===== src/rtl/dcache_ctrl_pkg.sv =====
// Shared encodings for the data-cache request controller: FSM states,
// access-size codes, load funct3 codes and the alignment check.
package dcache_ctrl_pkg;

  typedef enum logic [1:0] {
    ST_IDLE = 2'd0,
    ST_REQ  = 2'd1,
    ST_RESP = 2'd2,
    ST_DONE = 2'd3
  } state_e;

  localparam logic [1:0] WLEN_B = 2'd0;
  localparam logic [1:0] WLEN_H = 2'd1;
  localparam logic [1:0] WLEN_W = 2'd2;
  localparam logic [1:0] WLEN_D = 2'd3;

  localparam logic [2:0] FUNCT3_LB  = 3'b000;
  localparam logic [2:0] FUNCT3_LH  = 3'b001;
  localparam logic [2:0] FUNCT3_LW  = 3'b010;
  localparam logic [2:0] FUNCT3_LD  = 3'b011;
  localparam logic [2:0] FUNCT3_LBU = 3'b100;
  localparam logic [2:0] FUNCT3_LHU = 3'b101;
  localparam logic [2:0] FUNCT3_LWU = 3'b110;

  // Only the low address bits below the access size matter; bytes never misalign.
  function automatic logic is_misaligned(input logic [2:0] addr_lo, input logic [1:0] wlen);
    logic mis;
    mis = 1'b0;
    case (wlen)
      WLEN_B:  mis = 1'b0;
      WLEN_H:  mis = addr_lo[0];
      WLEN_W:  mis = |addr_lo[1:0];
      WLEN_D:  mis = |addr_lo;
      default: mis = 1'b0;
    endcase
    return mis;
  endfunction

endpackage


===== src/rtl/dcache_load_ext.sv =====
// Combinational load-data extension: selects sign/zero extension of the
// right-aligned dcache data according to the load funct3.
module dcache_load_ext
  import dcache_ctrl_pkg::*;
(
  input  logic [2:0]  funct3,
  input  logic [63:0] raw_data,
  output logic [63:0] result
);

  always_comb begin
    result = '0;
    case (funct3)
      FUNCT3_LB:  result = {{56{raw_data[7]}},  raw_data[7:0]};
      FUNCT3_LH:  result = {{48{raw_data[15]}}, raw_data[15:0]};
      FUNCT3_LW:  result = {{32{raw_data[31]}}, raw_data[31:0]};
      FUNCT3_LD:  result = raw_data;
      FUNCT3_LBU: result = {56'd0, raw_data[7:0]};
      FUNCT3_LHU: result = {48'd0, raw_data[15:0]};
      FUNCT3_LWU: result = {32'd0, raw_data[31:0]};
      default:    result = '0;
    endcase
  end

endmodule


===== src/rtl/dcache_ctrl.sv =====
// Load/store controller between decode and the data cache: latches one
// request, handshakes it with the dcache and writes back extended load data.
module dcache_ctrl
  import dcache_ctrl_pkg::*;
(
  input  logic        clk,
  input  logic        rst,
  input  logic        req_valid_i,
  input  logic        req_wen_i,
  input  logic [63:0] req_addr_i,
  input  logic [63:0] req_wdata_i,
  input  logic [1:0]  req_wlen_i,
  input  logic [2:0]  req_funct3_i,
  input  logic [4:0]  req_rd_addr_i,
  output logic        dc_valid_o,
  input  logic        dc_ready_i,
  output logic        dc_wen_o,
  output logic [63:0] dc_addr_o,
  output logic [63:0] dc_wdata_o,
  output logic [1:0]  dc_wlen_o,
  input  logic        dc_rvalid_i,
  input  logic [63:0] dc_rdata_i,
  output logic        stall_o,
  output logic        ld_valid_o,
  output logic [63:0] ld_data_o,
  output logic [4:0]  ld_rd_addr_o,
  output logic        misalign_o
);

  state_e      state_reg, state_next;
  logic        wen_reg;
  logic [63:0] addr_reg;
  logic [63:0] wdata_reg;
  logic [1:0]  wlen_reg;
  logic [2:0]  funct3_reg;
  logic [4:0]  rd_addr_reg;
  logic        ld_valid_reg, ld_valid_next;
  logic        misalign_reg, misalign_next;
  logic [63:0] ld_data_reg;
  logic [4:0]  ld_rd_addr_reg;
  logic        latch_req;
  logic        capture_ld;
  logic [63:0] ext_data;

  dcache_load_ext u_load_ext (
    .funct3   (funct3_reg),
    .raw_data (dc_rdata_i),
    .result   (ext_data)
  );

  always_comb begin
    state_next    = state_reg;
    stall_o       = 1'b0;
    dc_valid_o    = 1'b0;
    latch_req     = 1'b0;
    capture_ld    = 1'b0;
    ld_valid_next = 1'b0;
    misalign_next = 1'b0;
    case (state_reg)
      ST_IDLE: begin
        if (req_valid_i) begin
          stall_o   = 1'b1;
          latch_req = 1'b1;
          if (is_misaligned(req_addr_i[2:0], req_wlen_i)) begin
            misalign_next = 1'b1;
            state_next    = ST_DONE;
          end else begin
            state_next = ST_REQ;
          end
        end
      end
      ST_REQ: begin
        stall_o    = 1'b1;
        dc_valid_o = 1'b1;
        if (dc_ready_i) state_next = ST_RESP;
      end
      ST_RESP: begin
        stall_o = 1'b1;
        if (dc_rvalid_i) begin
          state_next    = ST_DONE;
          ld_valid_next = ~wen_reg;
          capture_ld    = ~wen_reg;
        end
      end
      ST_DONE: begin
        state_next = ST_IDLE;
      end
      default: state_next = ST_IDLE;
    endcase
  end

  always_ff @(posedge clk) begin
    if (rst) begin
      state_reg      <= ST_IDLE;
      wen_reg        <= 1'b0;
      addr_reg       <= '0;
      wdata_reg      <= '0;
      wlen_reg       <= '0;
      funct3_reg     <= '0;
      rd_addr_reg    <= '0;
      ld_valid_reg   <= 1'b0;
      misalign_reg   <= 1'b0;
      ld_data_reg    <= '0;
      ld_rd_addr_reg <= '0;
    end else begin
      state_reg    <= state_next;
      ld_valid_reg <= ld_valid_next;
      misalign_reg <= misalign_next;
      if (latch_req) begin
        wen_reg     <= req_wen_i;
        addr_reg    <= req_addr_i;
        wdata_reg   <= req_wdata_i;
        wlen_reg    <= req_wlen_i;
        funct3_reg  <= req_funct3_i;
        rd_addr_reg <= req_rd_addr_i;
      end
      // Writeback data only changes on a completed load, so it holds across stores.
      if (capture_ld) begin
        ld_data_reg    <= ext_data;
        ld_rd_addr_reg <= rd_addr_reg;
      end
    end
  end

  assign dc_wen_o     = wen_reg;
  assign dc_addr_o    = addr_reg;
  assign dc_wdata_o   = wdata_reg;
  assign dc_wlen_o    = wlen_reg;
  assign ld_valid_o   = ld_valid_reg;
  assign ld_data_o    = ld_data_reg;
  assign ld_rd_addr_o = ld_rd_addr_reg;
  assign misalign_o   = misalign_reg;

endmodule

===== config.mk =====
export PLATFORM = sky130hd
export DESIGN_NAME = dcache_ctrl
export DESIGN_NICKNAME = d
export VERILOG_FILES = /design/src/rtl/dcache_ctrl_pkg.sv /design/src/rtl/dcache_load_ext.sv /design/src/rtl/dcache_ctrl.sv
export SDC_FILE = /design/constraint.sdc
export NUM_CORES = 1
export LEC_CHECK = 0
export ABC_AREA = 1
export BUFFER_PORTS_ARGS = -buffer_cell sky130_fd_sc_hd__buf_2
export CORE_AREA = 8 8 156 158
export CTS_CLUSTER_SIZE = 30
export DETAILED_ROUTE_END_ITERATION = 6
export DIE_AREA = 0 0 164 166
export PLACE_DENSITY = 0.67
export SYNTH_ARGS = -nofsm -noshare
export SYNTH_HDL_FRONTEND = slang
export SYNTH_SLANG_ARGS = --single-unit

===== constraint.sdc =====
create_clock -name clk -period 2.35 [get_ports clk]
set_clock_uncertainty 0.1 [all_clocks]
set_input_delay 0.47 -clock clk [delete_from_list [all_inputs] [get_ports clk]]
set_output_delay 0.47 -clock clk [all_outputs]
set_load 0.03 [all_outputs]

==> out/metrics.csv, run 1 <==
metric,value,unit
Final WS setup,0.0880,ns
crit path capture,stall_o,
GR Overflow Total,0,
Final Total Pwr,14.1,mW
CP Launch Point,state_reg[0]$_SDFFE_PP0P_,
first-pass GRT wire length,44200,um
RR Startpoint,state_reg[0]$_SDFFE_PP0P_,
critical path class,flop to primary output,
layout net count,1671,
cells after synthesis,1093,
VDD IR max,0.963,mV
Critical R2R Capture,ld_data_o[4]$_SDFFE_PP0P_,
Fillers,2212,
Worst Tran Pin Value,0.743,ns
postcts setup bufs,0,
worst min path class,input port to flop,
Vias/cell,4.74,
CP Launch Type,flop,
post-CTS resize count,0,
die width,164,um
Worst-path clk slew,0.06,ns
number of antenna violations at the first check in global routing,9,
routability cong.,0.825,
Worst-Skew Late Latency,0.51,ns
dominant cells by area after synthesis,"dfxtp_1, nor2_1, nand2_1, o21ai_0, a21oi_1",
count of unique library cells instantiated by Yosys,22,
Die ar.,0.0272,mm^2
dpl cell area,0.0102,mm^2
reg2reg path depth,8,
Tot GR Track Use,0.199,
Residual DRC,0,
Syn. warnings,0,
antenna-violating nets left,0,
largest net degree at the start of global routing,142,
hold buffer count at cts,0,
Max stage delay on crit path,0.33,ns
final slew viol count,0,
Core Region,0.0221,mm^2
WP data arrival,1.69,ns
DP HPWL,20300,um
P_leak,5.41,nW
crit-path max FO,4,
syn nets,1306,
Setup TNS Final,0,ns
flop-to-flop setup slack,0.39,ns
"Slowest-stage cell, CP",dfxtp_1,
die height,166,um
synthesized area per cell,7.35,um^2
"wirelength, routed",28800,um
Place WS,0.391,ns
Tmin final,2.26,ns
Yosys reg bits,212,
CTS tree,yes,
"commonest non-fill, non-tap cell in the layout",buf_2,
status,"complete, no violations",
Final setup viols,0,
Yosys top cell area share,0.528,
Starting Density,0.364,
synthesis-to-layout area growth,37.8,%
sequential area share after synthesis,0.528,
CTS H-Tree Depth,1,
WL/cell,16.3,um
Setup crit end kind,primary output,
Clock Sinks,212,
synthesized area,0.00803,mm^2
most frequent cells in the layout,"buf_2, nor2_1, nand2_1",
max_cap viols,0,
total area of sequential cells,0.00424,mm^2
Final Cell Area,0.0111,mm^2
I/O Pins,412,
CTS Buf Count,24,
most numerous cell on the critical path,nor2_1,
1st-pass router iterations,4,
hold_ws,0.107,ns
worst path required time,1.78,ns
Clock Tree Buf Depth,3,
Port-buffer cells,411,
Rel. slew slack,0.505,
vias in the first global route,8065,
PwrDens,1270,mW/mm^2
Root Buffer,clkbuf_16,
"Cell Chain, Critical Path",inv_1 -> ha_1 -> nand2_4 -> inv_4 -> nor2_1 -> nor2_1 -> clkbuf_4,
routed via count,8363,
Final Hold Viols,0,
Final period util,0.963,
Peak Freq,442,MHz
Multi-input gate area,0.00336,mm^2
Std-Cell Rows,55,
largest area contributor in the synthesized netlist,dfxtp_1,
Starting DRT DRC Count,652,
layout cell share with drive strength beyond 1,0.320,
==> power breakdown <==
group | switching (mW) | leakage (nW) | internal, mW | total [mW]
Clock | 1.49 | 0.399 | 2.34 | 3.83
Sequential | 0.439 | 1.74 | 4.47 | 4.90
Combinational | 3.80 | 3.27 | 1.53 | 5.33
Total | 5.73 | 5.41 | 8.34 | 14.1
==> layer usage <==
layer / track usage / wire length, um / share of wire
met5: 0 / 65 / 0.0023
met4: 0.0526 / 541 / 0.019
met3: 0.0922 / 3610 / 0.13
met2: 0.332 / 13600 / 0.47
met1: 0.224 / 11100 / 0.38
==> through the flow <==
stage,util,std cells
CTS,0.500,1760
global placement,0.463,1717
detailed placement,0.463,1717
finish,0.501,1765
global route,0.501,1763
floorplan,-,1093
==> how the worst min path moves through the flow <==
| stage | startpoint | to | slack, ns | depth (start not counted) |
|---|---|---|---|---|
| after detailed placement | ld_data_o[25]$_SDFFE_PP0P_ | ld_data_o[25]$_SDFFE_PP0P_ | 0.35 | 2 |
| after global routing | req_addr_i[32] | dc_addr_o[32]$_SDFFE_PP0P_ | 0.09 | 3 |
| final | req_wdata_i[8] | dc_wdata_o[8]$_SDFFE_PP0P_ | 0.11 | 3 |
| after CTS | req_addr_i[5] | dc_addr_o[5]$_SDFFE_PP0P_ | 0.08 | 3 |
| after global placement | ld_data_o[33]$_SDFFE_PP0P_ | ld_data_o[33]$_SDFFE_PP0P_ | 0.35 | 2 |
| after floorplan | rd_addr_reg[0]$_SDFFE_PP0P_ | rd_addr_reg[0]$_SDFFE_PP0P_ | 0.36 | 2 |
==> cell type report <==
type,count,area share
timing repair buffer,423,0.199
clock inverter,9,0.00927
sequential,212,0.383
inverter,18,0.00644
tap,285,0.0322
antenna,5,0.00113
multi-input combinational,779,0.304
clock buffer,34,0.0650
==> worst max-delay path: cells and delay by family, from the launching register on <==
kind	cells	cell delay, ns
adder cells (fa/ha/maj)	1	0.23
flip-flops	1	0.33
buffers and inverters	3	0.40
AND/OR/NAND/NOR	3	0.23
==> logic make-up after synthesis <==
family | synth area share
AO/OA/AOI/OAI | 0.135
buffers and inverters | 0.0544
adder cells (fa/ha/maj) | 0.00779
flip-flops | 0.528
AND/OR/NAND/NOR | 0.275
==> synth_stat cells (all sizes together) <==
master    n
nand3     9
dfxtp   212
nor3      2
clkbuf   55
o211ai    1
a21oi    68
inv      18
ha        5
nand2   220
and2      1
o21ai   147
nand4    32
buf      29
nor2    294
Power figures use the tool's default switching activity.
==> run 2: changes to the inputs <==
--- a/config.mk
+++ b/config.mk
@@ -5,13 +5,13 @@
 export SDC_FILE = /design/constraint.sdc
 export NUM_CORES = 1
 export LEC_CHECK = 0
-export ABC_AREA = 1
+export ABC_AREA = 0
 export BUFFER_PORTS_ARGS = -buffer_cell sky130_fd_sc_hd__buf_2
-export CORE_AREA = 8 8 156 158
+export CORE_AREA = 8 8 152 154
 export CTS_CLUSTER_SIZE = 30
 export DETAILED_ROUTE_END_ITERATION = 6
-export DIE_AREA = 0 0 164 166
-export PLACE_DENSITY = 0.67
+export DIE_AREA = 0 0 160 162
+export PLACE_DENSITY = 0.69
 export SYNTH_ARGS = -nofsm -noshare
 export SYNTH_HDL_FRONTEND = slang
 export SYNTH_SLANG_ARGS = --single-unit
==> constraint.sdc (replaced) <==
create_clock -name clk -period 2.7 [get_ports clk]
set_clock_uncertainty 0.1 [all_clocks]
set_input_delay 0.54 -clock clk [delete_from_list [all_inputs] [get_ports clk]]
set_output_delay 0.54 -clock clk [all_outputs]
set_load 0.03 [all_outputs]
==> out/metrics.csv, run 2 <==
metric,value,unit,change
Clock Tree Buf Depth,3,,unchanged
"Cell Chain, Critical Path",inv_1 -> ha_1 -> and2_4 -> nor2_1 -> nor2_1 -> buf_2,,
Setup crit end kind,primary output,,
"commonest non-fill, non-tap cell in the layout",buf_2,,
synthesized area,0.00786,mm^2,-2.1%
Max stage delay on crit path,0.34,ns,about the same
Multi-input gate area,0.00325,mm^2,-3.4%
die width,160,um,-2.4%
Final WS setup,0.301,ns,+0.213 ns
Yosys reg bits,212,,unchanged
CTS Buf Count,24,,unchanged
DP HPWL,19600,um,-3.4%
fin cells,1613,,-8.6%
vias in the first global route,7643,,-5.2%
cells after synthesis,944,,-14%
"Slowest-stage cell, CP",dfxtp_1,,
VDD IR max,0.539,mV,-44%
Starting DRT DRC Count,459,,-30%
Final setup viols,0,,unchanged
Fillers,2009,,-9.2%
first-pass GRT wire length,42000,um,-5.0%
"wirelength, routed",27300,um,-5.2%
Die ar.,0.0259,mm^2,-4.8%
Clock Sinks,212,,unchanged
Place WS,0.587,ns,+0.196 ns
dominant cells by area after synthesis,"dfxtp_1, nand2_1, a21oi_1, o2bb2ai_1, clkbuf_1",,
Syn. warnings,0,,unchanged
Final period util,0.888,,
I/O Pins,412,,unchanged
Worst Tran Pin Value,0.689,ns,-0.0541 ns
Vias/cell,4.87,,+2.7%
WP data arrival,1.76,ns,+0.07 ns
final slew viol count,0,,unchanged
largest net degree at the start of global routing,140,,-1.4%
crit-path max FO,4,,unchanged
Worst-Skew Late Latency,0.52,ns,about the same
Starting Density,0.380,,+0.0163
synthesis-to-layout area growth,38.9,%,
WL/cell,16.9,um,+3.7%
Core Region,0.0207,mm^2,-6.3%
"count leader, synth",nand2_1,,
Tot GR Track Use,0.196,,-0.00323
ys async rst share,0,,unchanged
sequential area share after synthesis,0.540,,+0.0115
Setup TNS Final,0,ns,unchanged
max_cap viols,0,,unchanged
Peak Freq,417,MHz,
critical path class,flop to primary output,,
ys flop type,dfxtp_1,,
Root Buffer,clkbuf_16,,
total area of sequential cells,0.00424,mm^2,unchanged
GR Overflow Total,0,,unchanged
number of antenna violations at the first check in global routing,6,,-3
die height,162,um,-2.4%
hold buffer count at cts,0,,unchanged
count of unique library cells instantiated by Yosys,34,,+55%
P_leak,5.11,nW,-5.6%
worst path required time,2.06,ns,+0.28 ns
largest area contributor in the synthesized netlist,dfxtp_1,,
layout cell share with drive strength beyond 1,0.361,,+0.0411
PwrDens,974,mW/mm^2,-23%
antenna-violating nets left,0,,unchanged
Tmin final,2.40,ns,
post-CTS resize count,0,,unchanged
most numerous cell on the critical path,nor2_1,,
CTS H-Tree Depth,1,,unchanged
worst min path class,input port to flop,,
Rel. slew slack,0.539,,+0.0345
unrepaired setup endpoints after global routing,no,,
Residual DRC,0,,unchanged
Worst-path clk slew,0.06,ns,about the same
layout net count,1528,,-8.6%
Port-buffer cells,411,,unchanged
most frequent cells in the layout,"buf_2, nand2_1, dfxtp_1",,
number of synthesized flops with an enable pin,0,,unchanged
post-placement cell count,1564,,-8.9%
Yosys top cell area share,0.540,,+0.0115
routability cong.,0.811,,-1.7%
Final Hold Viols,0,,unchanged
postcts setup bufs,0,,unchanged
Std-Cell Rows,53,,-3.6%
1st-pass router iterations,4,,unchanged
syn nets,1157,,-11%
commonest cells in the netlist,"nand2_1, dfxtp_1, a21oi_1, clkbuf_1, o2bb2ai_1",,
routed via count,7851,,-6.1%
CTS tree,yes,,
Final Core Density,0.528,,+0.0267
status,"complete, no violations",,
synthesized area per cell,8.33,um^2,+13%
CP Launch Type,flop,,
[run 2: changes by cell type in the layout (fill, tap and decap cells not counted), moves of 3 or more]
cell	previous run	this run
clkbuf_1	3	6
o21ai_0	146	8
o2bb2ai_2	0	10
inv_1	14	5
clkbuf_8	6	2
a21oi_1	68	198
nor2_1	292	33
a22oi_1	0	8
nand4_1	32	0
o2bb2ai_1	0	39
o21a_1	0	7
nand3_1	9	0
nand2_1	218	315
[run 2: area by class of cell]
cell class,instances,area share
clock inverters,11,0.0158
inverters,5,0.00172
repair buffers,425,0.204
multi-input cells,647,0.297
clock buffers,32,0.0596
diodes,6,0.00137
well taps,275,0.0315
flip-flops and latches,212,0.389
[run 2: routing by layer]
metal  vias up  wire length (um)  track usage
li1       3889                 -            -
met1      3585             10400        0.217
met2       321             13200        0.324
met3        56              2950       0.0888
met4         0               812       0.0756
met5         -                 0            0
[run 2: cells by family after synthesis]
group / count (synthesis) / synth area share
xor gates and xnor gates: 1 / 0.00111
adders and majority gates: 5 / 0.00796
and+or+nand+nor: 359 / 0.178
DFF: 212 / 0.540
muxes: 2 / 0.00255
AOI/OAI and AO/OA: 280 / 0.221
buffers and inverters: 85 / 0.0493
[run 2: worst paths after layout]
check | start | end | slack [ns] | cells after the start
setup / recovery | state_reg[1]$_SDFFE_PP0P_ | stall_o | 0.30 | 6
hold / removal | req_addr_i[33] | dc_addr_o[33]$_SDFFE_PP0P_ | 0.15 | 3
setup reg to reg | state_reg[0]$_SDFFE_PP0P_ | ld_data_o[24]$_SDFFE_PP0P_ | 0.60 | 7
hold reg to reg | dc_addr_o[6]$_SDFFE_PP0P_ | dc_addr_o[6]$_SDFFE_PP0P_ | 0.35 | 2
[run 2: where the power goes]
part           internal, mW  switching, mW  total (mW)
clock network          2.08           1.30        3.38
logic                  1.01           2.41        3.42
registers              3.59          0.241        3.83
total                  6.68           3.95        10.6
[run 2: per-stage QoR]
stage / cell area, um^2 / hold slack [ns] / power, mW
2_1_floorplan: 7860 / 0.332 / 6.27
3_3_place_gp: 10100 / 0.339 / 7.32
3_5_place_dp: 10100 / 0.341 / 7.36
4_1_cts: 10900 / 0.132 / 10.8
5_1_grt: 10900 / 0.141 / 11.2
6_report: 10900 / 0.152 / 10.6
[run 2: worst max-delay path, delay by kind of cell, from the launching register on]
| kind | cells | cell delay (ns) |
|---|---|---|
| buf+inv | 2 | 0.34 |
| simple gates | 3 | 0.31 |
| flops | 1 | 0.34 |
| fa+ha+maj | 1 | 0.25 |
